--- config.mk ---
export PLATFORM = sky130hd
export DESIGN_NAME = if0_pcgen_flat
export DESIGN_NICKNAME = d
export VERILOG_FILES = /design/src/rtl/if0_pcgen_pkg.sv /design/src/rtl/if0_pcgen_if.sv /design/src/rtl/if0_pcgen_next_pc.sv /design/src/rtl/if0_pcgen.sv /design/src/flat_wrapper.sv
export SDC_FILE = /design/constraint.sdc
export NUM_CORES = 1
export LEC_CHECK = 0
export CAP_MARGIN = 20
export CORE_ASPECT_RATIO = 1.5
export CORE_MARGIN = 1.5
export CORE_UTILIZATION = 25
export CTS_CLUSTER_SIZE = 30
export DETAILED_ROUTE_END_ITERATION = 12
export GPL_ROUTABILITY_DRIVEN = 0
export HOLD_SLACK_MARGIN = 0.12
export SETUP_SLACK_MARGIN = 0.3
export SLEW_MARGIN = 20
export SYNTH_ARGS = -nofsm -noshare
export SYNTH_HDL_FRONTEND = slang
export SYNTH_SLANG_ARGS = --single-unit
--- constraint.sdc ---
create_clock -name clk -period 3.3 [get_ports clk]
set_input_delay 0.33 -clock clk [delete_from_list [all_inputs] [get_ports clk]]
set_output_delay 0.33 -clock clk [all_outputs]
set_load 0.01 [all_outputs]
--- src/rtl/if0_pcgen_pkg.sv ---
// Shared front-end types: fetch packet, NLP prediction, IF0 state.
// Reused by the NLP and IF1 stages.
package if0_pcgen_pkg;

  localparam logic [31:0] RESET_PC = 32'hBFC0_0000;

  typedef enum logic {
    S_SEQ = 1'b0,
    S_DS  = 1'b1
  } state_t;

  typedef struct packed {
    logic        valid;
    logic [31:0] target;
  } nlp_info_t;

  typedef struct packed {
    logic        valid;
    logic [31:0] pc;
    logic [1:0]  slot_mask;
    logic [1:0]  pred_taken;
    logic [31:0] pred_target;
  } fetch_pkt_t;

endpackage

--- src/rtl/if0_pcgen_if.sv ---
// IF0 -> IF1 fetch packet handshake.
// IF0 drives the packet, IF1 returns ready.
interface if0_pcgen_if;

  logic        if0_valid;
  logic [31:0] if0_pc;
  logic [1:0]  if0_slot_mask;
  logic [1:0]  if0_pred_taken;
  logic [31:0] if0_pred_target;
  logic        if1_ready;

  modport master (
    output if0_valid,
    output if0_pc,
    output if0_slot_mask,
    output if0_pred_taken,
    output if0_pred_target,
    input  if1_ready
  );

  modport slave (
    input  if0_valid,
    input  if0_pc,
    input  if0_slot_mask,
    input  if0_pred_taken,
    input  if0_pred_target,
    output if1_ready
  );

endinterface

--- src/rtl/if0_pcgen_next_pc.sv ---
// IF0 next-PC logic: slot mask, taken-slot pick, and the PC/state
// to load when the current packet is accepted.
module if0_next_pc
  import if0_pcgen_pkg::*;
(
  input  logic [31:0] i_pc,
  input  state_t      i_state,
  input  logic [31:0] i_ds_target,
  input  nlp_info_t   i_nlp0,
  input  nlp_info_t   i_nlp1,
  output logic [1:0]  o_slot_mask,
  output logic [1:0]  o_pred_taken,
  output logic [31:0] o_pred_target,
  output logic [31:0] o_fire_pc,
  output state_t      o_fire_state,
  output logic        o_ds_load
);

  logic        w_mask2;
  logic        w_t0;
  logic        w_t1;
  logic [31:0] w_seq;

  assign w_mask2 = (i_state == S_SEQ) & ~i_pc[2];
  assign o_slot_mask = {w_mask2, 1'b1};

  assign w_seq = w_mask2 ? {i_pc[31:3] + 29'd1, 3'b000}
                         : i_pc + 32'd4;

  assign w_t0 = (i_state == S_SEQ) & i_nlp0.valid;
  assign w_t1 = w_mask2 & i_nlp1.valid & ~w_t0;
  assign o_pred_taken = {w_t1, w_t0};

  always_comb begin
    o_pred_target = '0;
    if (w_t0)
      o_pred_target = i_nlp0.target;
    else if (w_t1)
      o_pred_target = i_nlp1.target;
  end

  // A taken last slot must fetch its delay slot before jumping.
  always_comb begin
    o_fire_pc    = w_seq;
    o_fire_state = S_SEQ;
    o_ds_load    = 1'b0;
    unique case (1'b1)
      (i_state == S_DS): o_fire_pc = i_ds_target;
      (w_t0 & w_mask2):  o_fire_pc = i_nlp0.target;
      ((w_t0 & ~w_mask2) | w_t1): begin
        o_fire_state = S_DS;
        o_ds_load    = 1'b1;
      end
      default: ;
    endcase
  end

endmodule

--- src/rtl/if0_pcgen.sv ---
// IF0 stage: fetch PC register, delay-slot tracking and redirects.
// Emits one packet of up to two instructions per cycle.
module if0_pcgen
  import if0_pcgen_pkg::*;
#(
  parameter logic [31:0] RESET_PC = if0_pcgen_pkg::RESET_PC
) (
  input  logic        clk,
  input  logic        rst,
  output logic [31:0] nlp_lookup_pc,
  input  logic        nlp0_valid,
  input  logic [31:0] nlp0_target,
  input  logic        nlp1_valid,
  input  logic [31:0] nlp1_target,
  input  logic        if3_redirect,
  input  logic [31:0] if3_target,
  input  logic        backend_redirect,
  input  logic [31:0] backend_target,
  if0_pcgen_if.master if1_if
);

  logic [31:0] r_pc;
  logic        r_valid;
  state_t      r_state;
  logic [31:0] r_ds_target;

  logic [31:0] w_pc_nxt;
  logic        w_valid_nxt;
  state_t      w_state_nxt;
  logic [31:0] w_ds_nxt;

  logic        w_fire;
  nlp_info_t   w_nlp0;
  nlp_info_t   w_nlp1;
  logic [1:0]  w_mask;
  logic [1:0]  w_taken;
  logic [31:0] w_target;
  logic [31:0] w_fire_pc;
  state_t      w_fire_state;
  logic        w_ds_load;
  fetch_pkt_t  w_pkt;

  assign w_nlp0 = '{valid: nlp0_valid, target: nlp0_target};
  assign w_nlp1 = '{valid: nlp1_valid, target: nlp1_target};
  assign w_fire = r_valid & if1_if.if1_ready;

  if0_next_pc u_next_pc (
    .i_pc          (r_pc),
    .i_state       (r_state),
    .i_ds_target   (r_ds_target),
    .i_nlp0        (w_nlp0),
    .i_nlp1        (w_nlp1),
    .o_slot_mask   (w_mask),
    .o_pred_taken  (w_taken),
    .o_pred_target (w_target),
    .o_fire_pc     (w_fire_pc),
    .o_fire_state  (w_fire_state),
    .o_ds_load     (w_ds_load)
  );

  // Redirects win over fire; the packet in flight is dropped.
  always_comb begin
    w_pc_nxt    = r_pc;
    w_valid_nxt = r_valid;
    w_state_nxt = r_state;
    w_ds_nxt    = r_ds_target;
    if (backend_redirect) begin
      w_pc_nxt    = backend_target;
      w_valid_nxt = 1'b1;
      w_state_nxt = S_SEQ;
    end else if (if3_redirect) begin
      w_pc_nxt    = if3_target;
      w_valid_nxt = 1'b1;
      w_state_nxt = S_SEQ;
    end else if (w_fire) begin
      w_pc_nxt    = w_fire_pc;
      w_state_nxt = w_fire_state;
      if (w_ds_load)
        w_ds_nxt = w_target;
    end
  end

  always_ff @(posedge clk) begin
    if (rst) begin
      r_pc        <= RESET_PC;
      r_valid     <= 1'b1;
      r_state     <= S_SEQ;
      r_ds_target <= '0;
    end else begin
      r_pc        <= w_pc_nxt;
      r_valid     <= w_valid_nxt;
      r_state     <= w_state_nxt;
      r_ds_target <= w_ds_nxt;
    end
  end

  assign w_pkt = '{
    valid:       r_valid,
    pc:          r_pc,
    slot_mask:   w_mask,
    pred_taken:  w_taken,
    pred_target: w_target
  };

  assign nlp_lookup_pc          = r_pc;
  assign if1_if.if0_valid       = w_pkt.valid;
  assign if1_if.if0_pc          = w_pkt.pc;
  assign if1_if.if0_slot_mask   = w_pkt.slot_mask;
  assign if1_if.if0_pred_taken  = w_pkt.pred_taken;
  assign if1_if.if0_pred_target = w_pkt.pred_target;

endmodule

--- src/flat_wrapper.sv ---
// flat-port wrapper written by rule: the top's interface ports become plain ports
module if0_pcgen_flat import if0_pcgen_pkg::*;
#(
  parameter logic [31:0] RESET_PC = if0_pcgen_pkg::RESET_PC
)
  (clk, rst, nlp_lookup_pc, nlp0_valid, nlp0_target, nlp1_valid, nlp1_target, if3_redirect, if3_target, backend_redirect, backend_target, if1_if_if0_valid, if1_if_if0_pc, if1_if_if0_slot_mask, if1_if_if0_pred_taken, if1_if_if0_pred_target, if1_if_if1_ready);
  if0_pcgen_if if1_if_i ();
  input  logic clk;
  input  logic rst;
  output logic [31:0] nlp_lookup_pc;
  input  logic nlp0_valid;
  input  logic [31:0] nlp0_target;
  input  logic nlp1_valid;
  input  logic [31:0] nlp1_target;
  input  logic if3_redirect;
  input  logic [31:0] if3_target;
  input  logic backend_redirect;
  input  logic [31:0] backend_target;
  output wire logic [$bits(if1_if_i.if0_valid)-1:0] if1_if_if0_valid;
  output wire logic [$bits(if1_if_i.if0_pc)-1:0] if1_if_if0_pc;
  output wire logic [$bits(if1_if_i.if0_slot_mask)-1:0] if1_if_if0_slot_mask;
  output wire logic [$bits(if1_if_i.if0_pred_taken)-1:0] if1_if_if0_pred_taken;
  output wire logic [$bits(if1_if_i.if0_pred_target)-1:0] if1_if_if0_pred_target;
  input wire logic [$bits(if1_if_i.if1_ready)-1:0] if1_if_if1_ready;
  assign if1_if_if0_valid = if1_if_i.if0_valid;
  assign if1_if_if0_pc = if1_if_i.if0_pc;
  assign if1_if_if0_slot_mask = if1_if_i.if0_slot_mask;
  assign if1_if_if0_pred_taken = if1_if_i.if0_pred_taken;
  assign if1_if_if0_pred_target = if1_if_i.if0_pred_target;
  assign if1_if_i.if1_ready = if1_if_if1_ready;
  if0_pcgen #(.RESET_PC(RESET_PC)) u_core (.clk(clk), .rst(rst), .nlp_lookup_pc(nlp_lookup_pc), .nlp0_valid(nlp0_valid), .nlp0_target(nlp0_target), .nlp1_valid(nlp1_valid), .nlp1_target(nlp1_target), .if3_redirect(if3_redirect), .if3_target(if3_target), .backend_redirect(backend_redirect), .backend_target(backend_target), .if1_if(if1_if_i));
endmodule
# ---- Yosys cells after proc, flatten, opt, wreduce, memory -nomap -nowiden
# Cells that the tools add are included.
dict set report word_totals {
  register_bits 65
  input_bits 135
  wordCells 29
}
dict set report classes {
  add_sub_neg 2
  n_mux 8
  bitwise_logic 13
  n_reduce_logical 3
}
# op n
set ops {}
lappend ops {{32-bit two-way mux} 6}
lappend ops {{32-bit case mux with 2 select lines} 1}
lappend ops {{32-bit by 3-bit adder with 32-bit output (second input constant)} 1}
lappend ops {{29-bit by 1-bit adder with 29-bit output (second input constant)} 1}
lappend ops {{1-bit AND} 6}
lappend ops {{1-bit NOT} 6}
lappend ops {{4-bit AND reduction} 1}
lappend ops {{3-bit nonzero test} 1}
lappend ops {{3-bit OR reduction} 1}
lappend ops {{1-bit two-way mux} 1}
lappend ops {{1-bit bitwise OR} 1}

# ---- Logic depth before layout (Yosys ltp)
dict set report logic_depth {
  word_depth 7
  depth_mapped 8
}

# ---- By module
# Synthesis repeated with hierarchy kept, for this count alone.
dict set report unflattened {
  cells_unflattened 616
  area_unflattened_um2 4977.3
}
# mod n_inst cells_per_inst area_each_um2 seq_area_each_um2
set modules_own_cells {}
lappend modules_own_cells {if0_pcgen 1 380 3360.7 1301.2}
lappend modules_own_cells {if0_next_pc 1 236 1616.6 0.0}

# ---- Worst setup path after synthesis
# OpenSTA, ideal clock, no wires.
dict set report synth_path {
  path_kind {reg-to-reg}
  start {register u_core.r_pc[4] (netlist: u_core.if1_if.if0_pc[4])}
  end {register u_core.r_pc[15] (netlist: u_core.if1_if.if0_pc[15])}
  setup_time_ns 0.091
  t_arrival_ns 1.898
  setup_slack_ns 1.311
  stages_incl_launch_ff 8
  n_path_buf 1
  period_less_slack_ns 1.989
  path_cell_list {dfxtp_1 ha_1 and3_1 and3_1 buf_4 nand2_2 or4b_1 a311oi_1}
}
dict set report synth_between {
  elab_chain_len 6
}
# element line
set synth_rtl {}
lappend synth_rtl {{from (decl)} if0_pcgen.sv:22} ;# logic [31:0] r_pc;
lappend synth_rtl {{from (signal assigned)} if0_pcgen.sv:90} ;# r_pc <= w_pc_nxt;
lappend synth_rtl {{32-bit by 3-bit adder with 32-bit output or 29-bit by 1-bit adder with 29-bit output (tied branches)} {if0_pcgen_next_pc.sv:28, if0_pcgen_next_pc.sv:27}}
lappend synth_rtl {{32-bit two-way mux (*)} if0_pcgen_next_pc.sv:27} ;# assign w_seq = w_mask2 ? {i_pc[31:3] + 29'd1, 3'b000}
lappend synth_rtl {{32-bit case mux with 2 select lines (*)} if0_pcgen_next_pc.sv:47} ;# unique case (1'b1)
lappend synth_rtl {{32-bit two-way mux (*)} if0_pcgen.sv:75} ;# end else if (w_fire) begin
lappend synth_rtl {{32-bit two-way mux (*)} if0_pcgen.sv:71} ;# end else if (if3_redirect) begin
lappend synth_rtl {{32-bit two-way mux (*)} if0_pcgen.sv:67} ;# if (backend_redirect) begin
# Every way passes the cells marked *; elsewhere a longest branch is shown, timed or not. The select of a mux whose other input is x is not followed.
# A chain may end at the register's enable or synchronous reset.

# ---- Worst setup path in the final report
dict set report layout_path {
  start {register u_core.r_pc[2] (netlist: u_core.if1_if.if0_pc[2])}
  end {output port if1_if_if0_pred_target[25]}
}
dict set report layout_between {
  elab_chain_len 6
}
# element line
set layout_rtl {}
lappend layout_rtl {{1-bit NOT} if0_pcgen_next_pc.sv:24} ;# assign w_mask2 = (i_state == S_SEQ) & ~i_pc[2];
lappend layout_rtl {{1-bit AND} if0_pcgen_next_pc.sv:24}
lappend layout_rtl {{1-bit AND (2 in series)} if0_pcgen_next_pc.sv:31} ;# assign w_t1 = w_mask2 & i_nlp1.valid & ~w_t0;
lappend layout_rtl {{32-bit two-way mux} if0_pcgen_next_pc.sv:38} ;# else if (w_t1)
lappend layout_rtl {{32-bit two-way mux} if0_pcgen_next_pc.sv:36} ;# if (w_t0)
lappend layout_rtl {{to (decl)} flat_wrapper.sv:23} ;# output wire logic [$bits(if1_if_i.if0_pred_target)-1:0] if1_if_if0_pred_target;
# Every way passes these cells.

==> metrics.csv <==
stage,metric,value,unit
run_status,outcome,"complete, no violations",
finish,fin cells,1066,
routing,antenna-violating nets left,0,
clocking,clock root cell,clkbuf_16,
sta,Final Hold Slack,0.4712,ns
critical_path,nature of the critical path endpoint,output pin,
clocking,CTS H-tree depth,3,
placement,pre-CTS setup slack,0.6540,ns
floorplan,Die W,116.6,µm
critical_path,Critical Path Start Type,flip-flop,
sta,setup_tns,0,ns
finish,Area Growth Syn to Fin,54.29,%
critical_path,Critical path origin,u_core.if1_if.if0_pc[2],
yosys,sequential share of the synthesized area,26.89,%
clocking,Clock Pin Slew Worst Setup and Hold Paths,0.05,ns
yosys,fraction of registers with async set/reset,0,%
sta,worst-margin pin slew,0.7523,ns
sta,fmax,0.3633,GHz
yosys,mapped cell area,4840,µm²
global_routing,largest net degree at the start of global routing,47,
yosys,Mean Syn Cell Area,7.682,µm²
critical_path,worst r2r path cells,4,
global_routing,first-pass GRT wire length,30480,µm
worst_hold_path,worst min-delay path class,reg -> reg,
clocking,total CTS buffers,9,
floorplan,FP Rows,62,
sta,Max-Slew Margin vs Limit,49.78,%
floorplan,Die ar.,20220,µm²
routing,routed len/inst,19.08,µm
finish,Fill cells,2036,
clocking,Post-CTS Hold Buffers,0,
clocking,Num Clock Sinks,65,
critical_path,Crit Path Category,reg -> out,
global_routing,vias in the first global route,5338,
yosys,Mapped Cells,630,
yosys,leading area contributor after synthesis,dfxtp_1,
routing,routed vias,5566,
floorplan,I/O pin cnt,236,
clocking,PostCTS Resize Cnt,0,
yosys,synth unique cells,66,
yosys,Synth Flop Type,dfxtp_1,
routing,final WL,20340,µm
clocking,number of setup buffers added after CTS,0,
sta,final hold violations,0,
clocking,TritonCTS clock tree,yes,
floorplan,initial core utilization,25.36,%
critical_path,r2r endpoint,u_core.if1_if.if0_pc[15],
sta,Setup Viol. Count Final,0,
finish,share of cells above drive strength 1,6.799,%
critical_path,CP Max Fanout,34,
power,Leakage,2.603,nW
yosys,Synth Register Bits,65,
yosys,Synth area leaders,"dfxtp_1 27%, a22o_1 6.7%, buf_4 5.9%",
power,P per Cell Area,367.2,nW/µm²
finish,multi-input logic area,3018,µm²
power,Max VDD drop,0.1721,mV
sta,min Tclk post-route,2.753,ns
routing,DRC,0,
placement,placed cell count,1049,
critical_path,flop2flop setup slack,0.81,ns
critical_path,worst setup path end,if1_if_if0_pred_target[25],
sta,clk_skew,0.003941,ns
yosys,Synth top cells by count,"65 x dfxtp_1, 65 x nand2_1, 55 x a21oi_1",
global_routing,gr ovfl total,0,
yosys,"EDFF count, synth",0,
routing,drt initial violations,315,
finish,Layout Nets,941,
critical_path,Critical Path RT,2.97,ns
sta,Final Cycle Share,83.42,%
clocking,Max Root-Sink Buffers,2,
global_routing,initial antenna violation count,1,
sta,Final Worst Setup Slack,0.5471,ns
yosys,top-area cell type share of the netlist area,26.89,%
global_routing,GRT Total Usage,19.79,%
placement,IO Port Bufs,233,
yosys,synth warn,0,
finish,Sequential cell area,1303,µm²
floorplan,die height,173.4,µm
floorplan,Core Area,19080,µm²
critical_path,FF-to-FF Start,u_core.if1_if.if0_pc[2],
clocking,worst skew pair latency,0.33,ns
routing,via density per instance,5.221,
job,MaxCap Viol Count,0,
sta,Final Slew Violations,0,
critical_path,CP arrival,2.42,ns
routing,Pre-Repair DR Iteration Count,5,
sta,RSZ-0062 raised after global routing,false,
placement,Post-DP HPWL,15440,µm
==> sequential cells by signal, summed over array words and instances, names as in the netlist <==
register and count:
u_core.if1_if.if0_pc 32, u_core.r_ds_target 32, u_core.r_state 1
==> cell type report <==
type,instances,share of cell area [%]
antenna,1,0.03351
clock buffer,14,3.670
clock inverter,2,0.4692
inverter,6,0.3016
multi-input combinational,467,40.42
sequential,65,17.44
tap,256,4.290
timing repair buffer,255,33.38
==> metrics by stage <==
step           total power [mW]  util, %  cell area, µm²
6_report                  2.742    39.13            7467
5_1_grt                   2.871    39.13            7467
4_1_cts                   2.770    39.12            7465
3_5_place_dp              1.762    37.50            7156
3_3_place_gp              1.757    37.50            7156
2_1_floorplan             1.310        -            4843
==> cell families (layout without fill, tap and decap cells) <==
group	Yosys count	count (layout)	share of synthesized area, %
xor gates and xnor gates	6	6	1.086
and+or+nand+nor	230	230	25.70
DFF	65	65	26.89
other	1	3	0.07749
adders and majority gates	2	2	0.5170
AOI/OAI and AO/OA	221	221	33.17
buffers and inverters	99	277	11.30
muxes	6	6	1.267
==> report_power, final <==
group | leakage (nW) | switching, mW | internal [mW]
Combinational | 1.92 | 0.359 | 0.469
Sequential | 0.533 | 0.0875 | 0.830
Clock | 0.153 | 0.351 | 0.646
==> how the worst min path moves through the flow <==
stage,startpoint,end,slack (ns),cells past startpoint
2_1_floorplan,u_core.r_ds_target[19],u_core.r_ds_target[19],0.45,2
3_3_place_gp,u_core.r_ds_target[27],u_core.r_ds_target[27],0.46,2
3_5_place_dp,u_core.r_ds_target[18],u_core.r_ds_target[18],0.46,2
4_1_cts,u_core.r_ds_target[18],u_core.r_ds_target[18],0.47,2
5_1_grt,u_core.r_ds_target[18],u_core.r_ds_target[18],0.48,2
6_report,u_core.r_ds_target[9],u_core.r_ds_target[9],0.47,2
==> routing by layer <==
| layer | vias up | part of all wire (%) | global-route usage, % |
|---|---|---|---|
| met1 | 2644 | 43 | 26.00 |
| met3 | 22 | 5.6 | 2.552 |
| met5 | - | 0 | 0 |
| met4 | 0 | 2.2 | 7.580 |
| met2 | 203 | 49 | 32.65 |
| li1 | 2697 | - | - |
==> layout by cell type (no fill, tap or decap), drive strengths merged, types with 4 or more instances in the layout <==
cell and count:
nor2 32, a211oi 13, a2111oi 4, clkbuf 14
mux2i 5, nand4 15, xor2 4, a221oi 25
clkdlybuf4s50 232, inv 5, nor2b 9, o31ai 11
nand2 67, a31oi 5, o21ai 21, nor3 19
a22o 37, dfxtp 65, nor4b 4, and3 6
a21oi 56, and4 5, o22ai 10, a221o 10
buf 23, nand2b 36, nand3 19, a31o 6
==> worst max-delay path, cell delays in order (launching register included) <==
cell and delay (ns):
dfxtp_1 0.54, nor4b_4 0.33, buf_4 0.37, a22o_1 0.26
clkdlybuf4s50_1 0.56
Note: power is estimated with default switching activity, not from simulation.
